$ cat src/rtl/bcd_tick_counter.sv
// -----------------------------------------------------------------------------
// bcd_tick_counter
//   Single BCD digit counter for the seven-segment decoder. A prescaler divides
//   the fabric clock down to a TICK_HZ strobe. The digit moves up or down once
//   per strobe. A debounced push button cycles STOP -> RUN -> HOLD -> RUN.
//   carry pulses on every wrap, so a second instance can be chained as the next
//   digit.
//
// Ports
//   clk       in   fabric clock; all logic runs on its rising edge
//   rst       in   synchronous active-high reset
//   btn_run   in   raw asynchronous push button, active-high
//   up_down   in   1 = count up, 0 = count down (sampled in the tick cycle)
//   load      in   one-cycle load request; forces STOP
//   load_val  in   value to load, clamped to MAX_DIGIT
//   digit     out  current count 0..MAX_DIGIT
//   tick      out  one-cycle strobe every DIV cycles while running
//   carry     out  one-cycle wrap pulse, coincident with the wrapped digit
//   running   out  high while in RUN
// -----------------------------------------------------------------------------
module bcd_tick_counter #(
    parameter int CLK_HZ          = 20_000_000,
    parameter int TICK_HZ         = 1,
    parameter int DEBOUNCE_CYCLES = 200_000,
    parameter int MAX_DIGIT       = 9
) (
    input  logic       clk,
    input  logic       rst,
    input  logic       btn_run,
    input  logic       up_down,
    input  logic       load,
    input  logic [3:0] load_val,
    output logic [3:0] digit,
    output logic       tick,
    output logic       carry,
    output logic       running
);

    localparam int DIV = CLK_HZ / TICK_HZ;
    localparam int PW  = (DIV > 1) ? $clog2(DIV) : 1;
    localparam int DBW = $clog2(DEBOUNCE_CYCLES + 1);

    localparam logic [PW-1:0]  PRESC_LAST = PW'(DIV - 1);
    localparam logic [DBW-1:0] DB_LAST    = DBW'(DEBOUNCE_CYCLES - 1);
    localparam logic [3:0]     MAX_VAL    = 4'(MAX_DIGIT);

    typedef enum logic [1:0] {
        STOP = 2'd0,
        RUN  = 2'd1,
        HOLD = 2'd2
    } state_t;

    // ------------------------------------------------------------------
    // Button synchronizer. fill_reg marks when the synchronizer holds real
    // samples again after reset, so its cleared contents are not mistaken
    // for a released button.
    // ------------------------------------------------------------------
    logic [1:0] sync_reg;
    logic [1:0] fill_reg;
    logic       synced;

    always_ff @(posedge clk) begin
        if (rst) begin
            sync_reg <= '0;
            fill_reg <= '0;
        end else begin
            sync_reg <= {sync_reg[0], btn_run};
            fill_reg <= {fill_reg[0], 1'b1};
        end
    end

    assign synced = sync_reg[1];

    // ------------------------------------------------------------------
    // Debouncer: the level follows the synced button only after it has
    // disagreed for DEBOUNCE_CYCLES consecutive cycles.
    // arm_reg blocks presses until the button has been seen released after
    // reset, so a button held through reset has to be re-pressed.
    // ------------------------------------------------------------------
    logic [DBW-1:0] db_cnt_reg;
    logic           db_level_reg;
    logic           db_prev_reg;
    logic           arm_reg;
    logic           press;

    always_ff @(posedge clk) begin
        if (rst) begin
            db_cnt_reg   <= '0;
            db_level_reg <= 1'b0;
            db_prev_reg  <= 1'b0;
            arm_reg      <= 1'b0;
        end else begin
            db_prev_reg <= db_level_reg;
            arm_reg     <= arm_reg | (fill_reg[1] & ~synced);
            if (synced != db_level_reg) begin
                if (db_cnt_reg == DB_LAST) begin
                    db_level_reg <= synced;
                    db_cnt_reg   <= '0;
                end else begin
                    db_cnt_reg <= db_cnt_reg + 1'b1;
                end
            end else begin
                db_cnt_reg <= '0;
            end
        end
    end

    // Rising debounced edge only; release produces nothing.
    assign press = db_level_reg & ~db_prev_reg & arm_reg;

    // ------------------------------------------------------------------
    // State, prescaler, digit
    // ------------------------------------------------------------------
    state_t        state_reg, state_next;
    logic [PW-1:0] presc_reg, presc_next;
    logic [3:0]    digit_reg, digit_next;
    logic          carry_reg, carry_next;
    logic          tick_int;

    assign tick_int = (state_reg == RUN) && (presc_reg == PRESC_LAST);

    // load beats press; a press in a tick cycle lets the count through and
    // changes state on the same edge.
    always_comb begin
        state_next = state_reg;
        if (load) begin
            state_next = STOP;
        end else if (press) begin
            case (state_reg)
                STOP:    state_next = RUN;
                RUN:     state_next = HOLD;
                HOLD:    state_next = RUN;
                default: state_next = STOP;
            endcase
        end
    end

    // HOLD freezes the phase so a resume continues the interrupted period.
    always_comb begin
        presc_next = presc_reg;
        if (load) begin
            presc_next = '0;
        end else begin
            case (state_reg)
                RUN:     presc_next = tick_int ? '0 : presc_reg + 1'b1;
                HOLD:    presc_next = presc_reg;
                default: presc_next = '0;
            endcase
        end
    end

    always_comb begin
        digit_next = digit_reg;
        carry_next = 1'b0;
        if (load) begin
            digit_next = (load_val > MAX_VAL) ? MAX_VAL : load_val;
        end else if (tick_int) begin
            if (up_down) begin
                if (digit_reg == MAX_VAL) begin
                    digit_next = 4'd0;
                    carry_next = 1'b1;
                end else begin
                    digit_next = digit_reg + 4'd1;
                end
            end else begin
                if (digit_reg == 4'd0) begin
                    digit_next = MAX_VAL;
                    carry_next = 1'b1;
                end else begin
                    digit_next = digit_reg - 4'd1;
                end
            end
        end
    end

    always_ff @(posedge clk) begin
        if (rst) begin
            state_reg <= STOP;
            presc_reg <= '0;
            digit_reg <= 4'd0;
            carry_reg <= 1'b0;
        end else begin
            state_reg <= state_next;
            presc_reg <= presc_next;
            digit_reg <= digit_next;
            carry_reg <= carry_next;
        end
    end

    assign digit   = digit_reg;
    assign tick    = tick_int;
    assign carry   = carry_reg;
    assign running = (state_reg == RUN);

endmodule

$ cat config.mk
export PLATFORM = sky130hd
export DESIGN_NAME = bcd_tick_counter
export DESIGN_NICKNAME = d
export VERILOG_FILES = /design/src/rtl/bcd_tick_counter.sv
export SDC_FILE = /design/constraint.sdc
export NUM_CORES = 1
export LEC_CHECK = 0
export CORE_AREA = 2 2 69 71
export DETAILED_ROUTE_END_ITERATION = 7
export DIE_AREA = 0 0 71 73
export PLACE_DENSITY = 0.83
export SKIP_CTS_REPAIR_TIMING = 1
export SLEW_MARGIN = 20
export SYNTH_ARGS = -nofsm -noshare
export SYNTH_HDL_FRONTEND = slang
export SYNTH_SLANG_ARGS = --single-unit
$ cat constraint.sdc
create_clock -name clk -period 4.6 [get_ports clk]
set_input_delay 0.46 -clock clk [delete_from_list [all_inputs] [get_ports clk]]
set_output_delay 0.46 -clock clk [all_outputs]
set_load 0.05 [all_outputs]
## Word level (Yosys, flattened, before mapping)

Index checks and enable logic that the tools add are counted.

| word-level totals | value |
|---|---|
| bits in registers | 57 |
| bits of input ports | 9 |
| output and inout bits | 7 |

| operators by class | value |
|---|---|
| add/sub/neg operators | 4 |
| magnitude comparators | 1 |
| equality and inequality tests | 6 |
| muxes and demuxes | 13 |
| bitwise operators | 8 |
| reductions and logical operators | 9 |

Operators with widths:

| cell | number |
|---|---|
| $pmux W25 S2 | 1 |
| $add A25 B1 Y25 const B | 1 |
| $eq A25 B25 Y1 const B | 1 |
| $mux W25 | 1 |
| $mux W4 | 6 |
| $add A18 B1 Y18 const B | 1 |
| $eq A18 B18 Y1 const B | 1 |
| $reduce_or A3 Y1 | 2 |
| $add A4 B1 Y4 const B | 1 |
| $eq A4 B4 Y1 const B | 1 |
| $gt A4 B4 Y1 const B | 1 |
| $logic_not A4 Y1 | 1 |
| $mux W1 | 4 |
| $not A1 Y1 | 4 |
| $pmux W2 S2 | 1 |
| $reduce_or A2 Y1 | 2 |
| $sub A4 B1 Y4 const B | 1 |
| $and A1 B1 Y1 | 3 |
| $eq A2 B1 Y1 const B | 1 |
| $eq A2 B2 Y1 const B | 1 |
| $logic_not A2 Y1 | 1 |
| $reduce_and A2 Y1 | 1 |
| $reduce_bool A2 Y1 | 1 |
| $logic_and A1 B1 Y1 | 1 |
| other kinds (2) | 2 |

## Longest topological paths before layout

| depth | value |
|---|---|
| word-level depth | 5 |
| gate-level depth with buffers | 8 |
| depth with buffers taken out | 6 |

## Worst setup path after synthesis

Ideal clock, no wire load.

| timing | value |
|---|---|
| kind | register -> register |
| start point | register presc_reg[0] |
| end point | register digit_reg[3] (netlist: digit[3]) |
| setup time | 0.103 ns |
| arrival | 2.175 ns |
| required time | 4.497 ns |
| path slack | 2.322 ns |
| cell stages (with the launch flop) | 8 |
| clock period less this slack | 2.278 ns |
| path through | dfxtp_1 ha_1 nand3_1 or2_1 buf_6 nor4_4 mux2i_1 a2111oi_2 |

| between the ends | value |
|---|---|
| cells in the longest elaborated chain, start to end | 3 |

Ends and longest elaborated chain:

| item | RTL line | text |
|---|---|---|
| start: declaration | 115 | `logic [PW-1:0] presc_reg, presc_next;` |
| start signal: assignment | 184 | `presc_reg <= presc_next;` |
| $eq A25 B25 Y1 | 120 | `assign tick_int = (state_reg == RUN) && (presc_reg == PRESC_LAST);` |
| $logic_and A1 B1 Y1 | 120 |  |
| via tick | 34 | `output logic tick,` |
| $reduce_bool A2 Y1 (no source line) | -- |  |
| end signal: assignment | 185 | `digit_reg <= digit_next;` |
| end: declaration | 116 | `logic [3:0] digit_reg, digit_next;` |

The timed path passes the listed nets, and every way through them passes these cells.
A chain may end at the register's enable or synchronous reset.

## Worst setup path after layout

| timing | value |
|---|---|
| start point | register presc_reg[0] |
| end point | output port tick |

| between the ends | value |
|---|---|
| cells in the longest elaborated chain, start to end | 2 |

Ends and longest elaborated chain:

| item | RTL line |
|---|---|
| $eq A25 B25 Y1 | 120 |
| $logic_and A1 B1 Y1 | 120 |
| end: declaration | 34 |

No other way between the ends.

==> results.yml <==
job:
  cap_violations: 0
yosys:
  yosysTopAreaCellShare: 0.4185
  postSynthAreaPerCell_um2: 8.766
  synthAdderAreaFrac: 0.009179
  synthArstFlopShare: 0
  synthFlopType: "dfxtp_1"
  synth.cells.most_frequent: "57 x dfxtp_1, 56 x nor2_1, 27 x xor2_1"
  ys_seq_area_frac: 0.4185
  synth-compound-area-share: 0.05874
  syn_area_mm2: 0.002726
  synth_edf_count: 0
  yosys.area_share.xor_xnor: 0.1189
  ys_ff_latch: 57
  synth_top_family_by_area: "simple AND/OR/NAND/NOR gates"
  yosys-top-cells-area: "dfxtp_1 42%, xor2_1 8.7%, nor2_1 7.7%"
  synth_most_common_cell: "dfxtp_1"
  yosysWarnings: 0
  post_synth_num_cell_types: 50
  synth_simple_gate_area_share: 0.3442
  syn_inst: 311
  synth_largest_area_cell: "dfxtp_1"
  syn-num-nets: 322
  synthMuxAreaShare: 0.01882
cells_and_area:
  syn2layout_area_growth_pct: 11.52
  nNetsFinal: 338
  largest_reg_flops: 25
  num_antenna_cells: 0
  nFillCells: 362
  drive_above_1_share: 0.07251
  seqCellArea_mm2: 0.001141
  multi_input_area_mm2: 0.001499
global_route:
  grt_pass1_vias: 1996
  antenna_found_initial: 0
  grt_max_degree: 19
  grt_pass1_wl_um: 8473
  grt_overflow: 0
  track_usage: 0.2081
timing:
  setup_viol_count_final: 0
  fin_crit_sh: 0.6511
  tightest_slew_ns: 0.6251
  rsz0062_at_grt: "no"
  clock_skew_ns: 0.01652
  hold_viol_final: 0
  worst_slack_ns: 1.605
  max_freq_mhz: 333.9
  finalCriticalPeriod_ns: 2.995
  slew_headroom: 0.5810
  slew_violations: 0
  tns_ns: 0
critical_path:
  critical_path.max_fanout: 8
  reg2reg_from: "db_cnt_reg[14]"
  end_kind: "output pin"
  cp.required_ns: 4.14
  critical_path.startpoint: "presc_reg[0]"
  r2r_cells: 5
  critPathLaunchType: "flip-flop"
  critical_path_class: "reg2out"
  r2r-end: "db_cnt_reg[2]"
  arrival_ns: 2.53
  regToRegSetupSlack_ns: 2.52
  cp-endpoint: "tick"
cts:
  clockBufferDepth: 2
  clock_sinks: 57
  clkTransAtPathRegs_ns: 0.06
  htree_levels: 3
  clkLatencyLatePin_ns: 0.33
  cts_tree: "built"
  cts_buffers: 9
  cts-root-buf: "clkbuf_8"
routing:
  drt_iter0_markers: 115
  avgViaCountPerCell: 5.618
  ant_nets: 0
  num_vias: 2163
  drtPass1Iterations: 5
  wirelength_um: 4898
  remaining_drc_errors: 0
  detail_route.wl_per_cell_um: 12.72
placement:
  dp_hpwl_um: 3491
  dp_worst_setup_slack_ns: 1.942
  port_buffers: 15
  gp_congestion: 0.8836
floorplanning:
  die_w_um: 71
  dieArea_mm2: 0.005183
  row_count: 25
  start_util: 0.6011
  die_y_um: 73
  core-area_mm2: 0.004536
  ios: 16
worst_hold_path:
  min_from: "sync_reg[0]"
  worstHoldPathType: "reg2reg"
pwr:
  irDropWorstVdd_uv: 286.3
  powerDensity_mw_per_mm2: 305.4
  power.leakage_uw: 0.001040
status:
  status: "finished, final reports clean"
## placed cells by master, fill, tap and decap left out, types with 8 or more instances in the layout
master / count
clkbuf_8: 10
clkdlybuf4s50_1: 15
dfxtp_1: 57
nand2_1: 20
nand3_1: 23
nand4_1: 15
nor2_1: 56
o21ai_0: 8
xnor2_1: 10
xor2_1: 27
## worst min-delay path by stage
stage          cells after the start           to
2_1_floorplan                      1  fill_reg[1]
3_3_place_gp                       1  sync_reg[1]
3_5_place_dp                       1  fill_reg[1]
4_1_cts                            1  fill_reg[1]
5_1_grt                            1  fill_reg[1]
6_report                           1  sync_reg[1]
## per-layer routing
metal	vias up	part of all wire	routed length, µm	track usage
met4	0	0.018	90	0.1216
met1	998	0.47	2282	0.2545
li1	1114	-	-	-
met3	10	0.041	202	0.05939
met5	-	0	0	0
met2	41	0.47	2322	0.3281
## cell families (layout without fill, tap and decap cells)
logic type,Yosys count,after routing
adders and majority gates,2,2
and+or+nand+nor,169,169
xor gates and xnor gates,37,37
DFF,57,57
buffers and inverters,17,37
muxes,5,5
AOI/OAI and AO/OA,24,24
## per-stage QoR
| step | utilization | total power, µW | cells | hold WS (ns) | area (µm²) |
|---|---|---|---|---|---|
| finish | 0.6703 | 928.6 | 385 | 0.4404 | 3040 |
| global route | 0.6703 | 962.2 | 385 | 0.4503 | 3040 |
| CTS | 0.6703 | 937.4 | 385 | 0.4415 | 3040 |
| detailed placement | 0.6359 | 554.9 | 370 | 0.4278 | 2884 |
| global placement | 0.6359 | 553.8 | 370 | 0.4172 | 2884 |
| floorplan | - | 540.8 | 311 | 0.4138 | 2726 |
## final cells by class
cell class                      count  area share
Clock buffer                       15     0.05144
Sequential cell                    57      0.3753
Tap cell                           54     0.02222
Timing Repair Buffer               15     0.04938
Inverter                            7    0.008642
Multi-Input combinational cell    237      0.4930
## critical path, stage by stage (launching register included)
cell,delay (ns)
dfxtp_1,0.38
ha_1,0.21
nand3_1,0.10
or2_1,0.35
nor4_4,0.31
clkdlybuf4s50_1,0.85
## where the power goes
group,switching (µW),internal (µW)
Sequential,5.70,498
Clock,176,208
Combinational,22.0,18.1
Power figures use the tool's default switching activity.
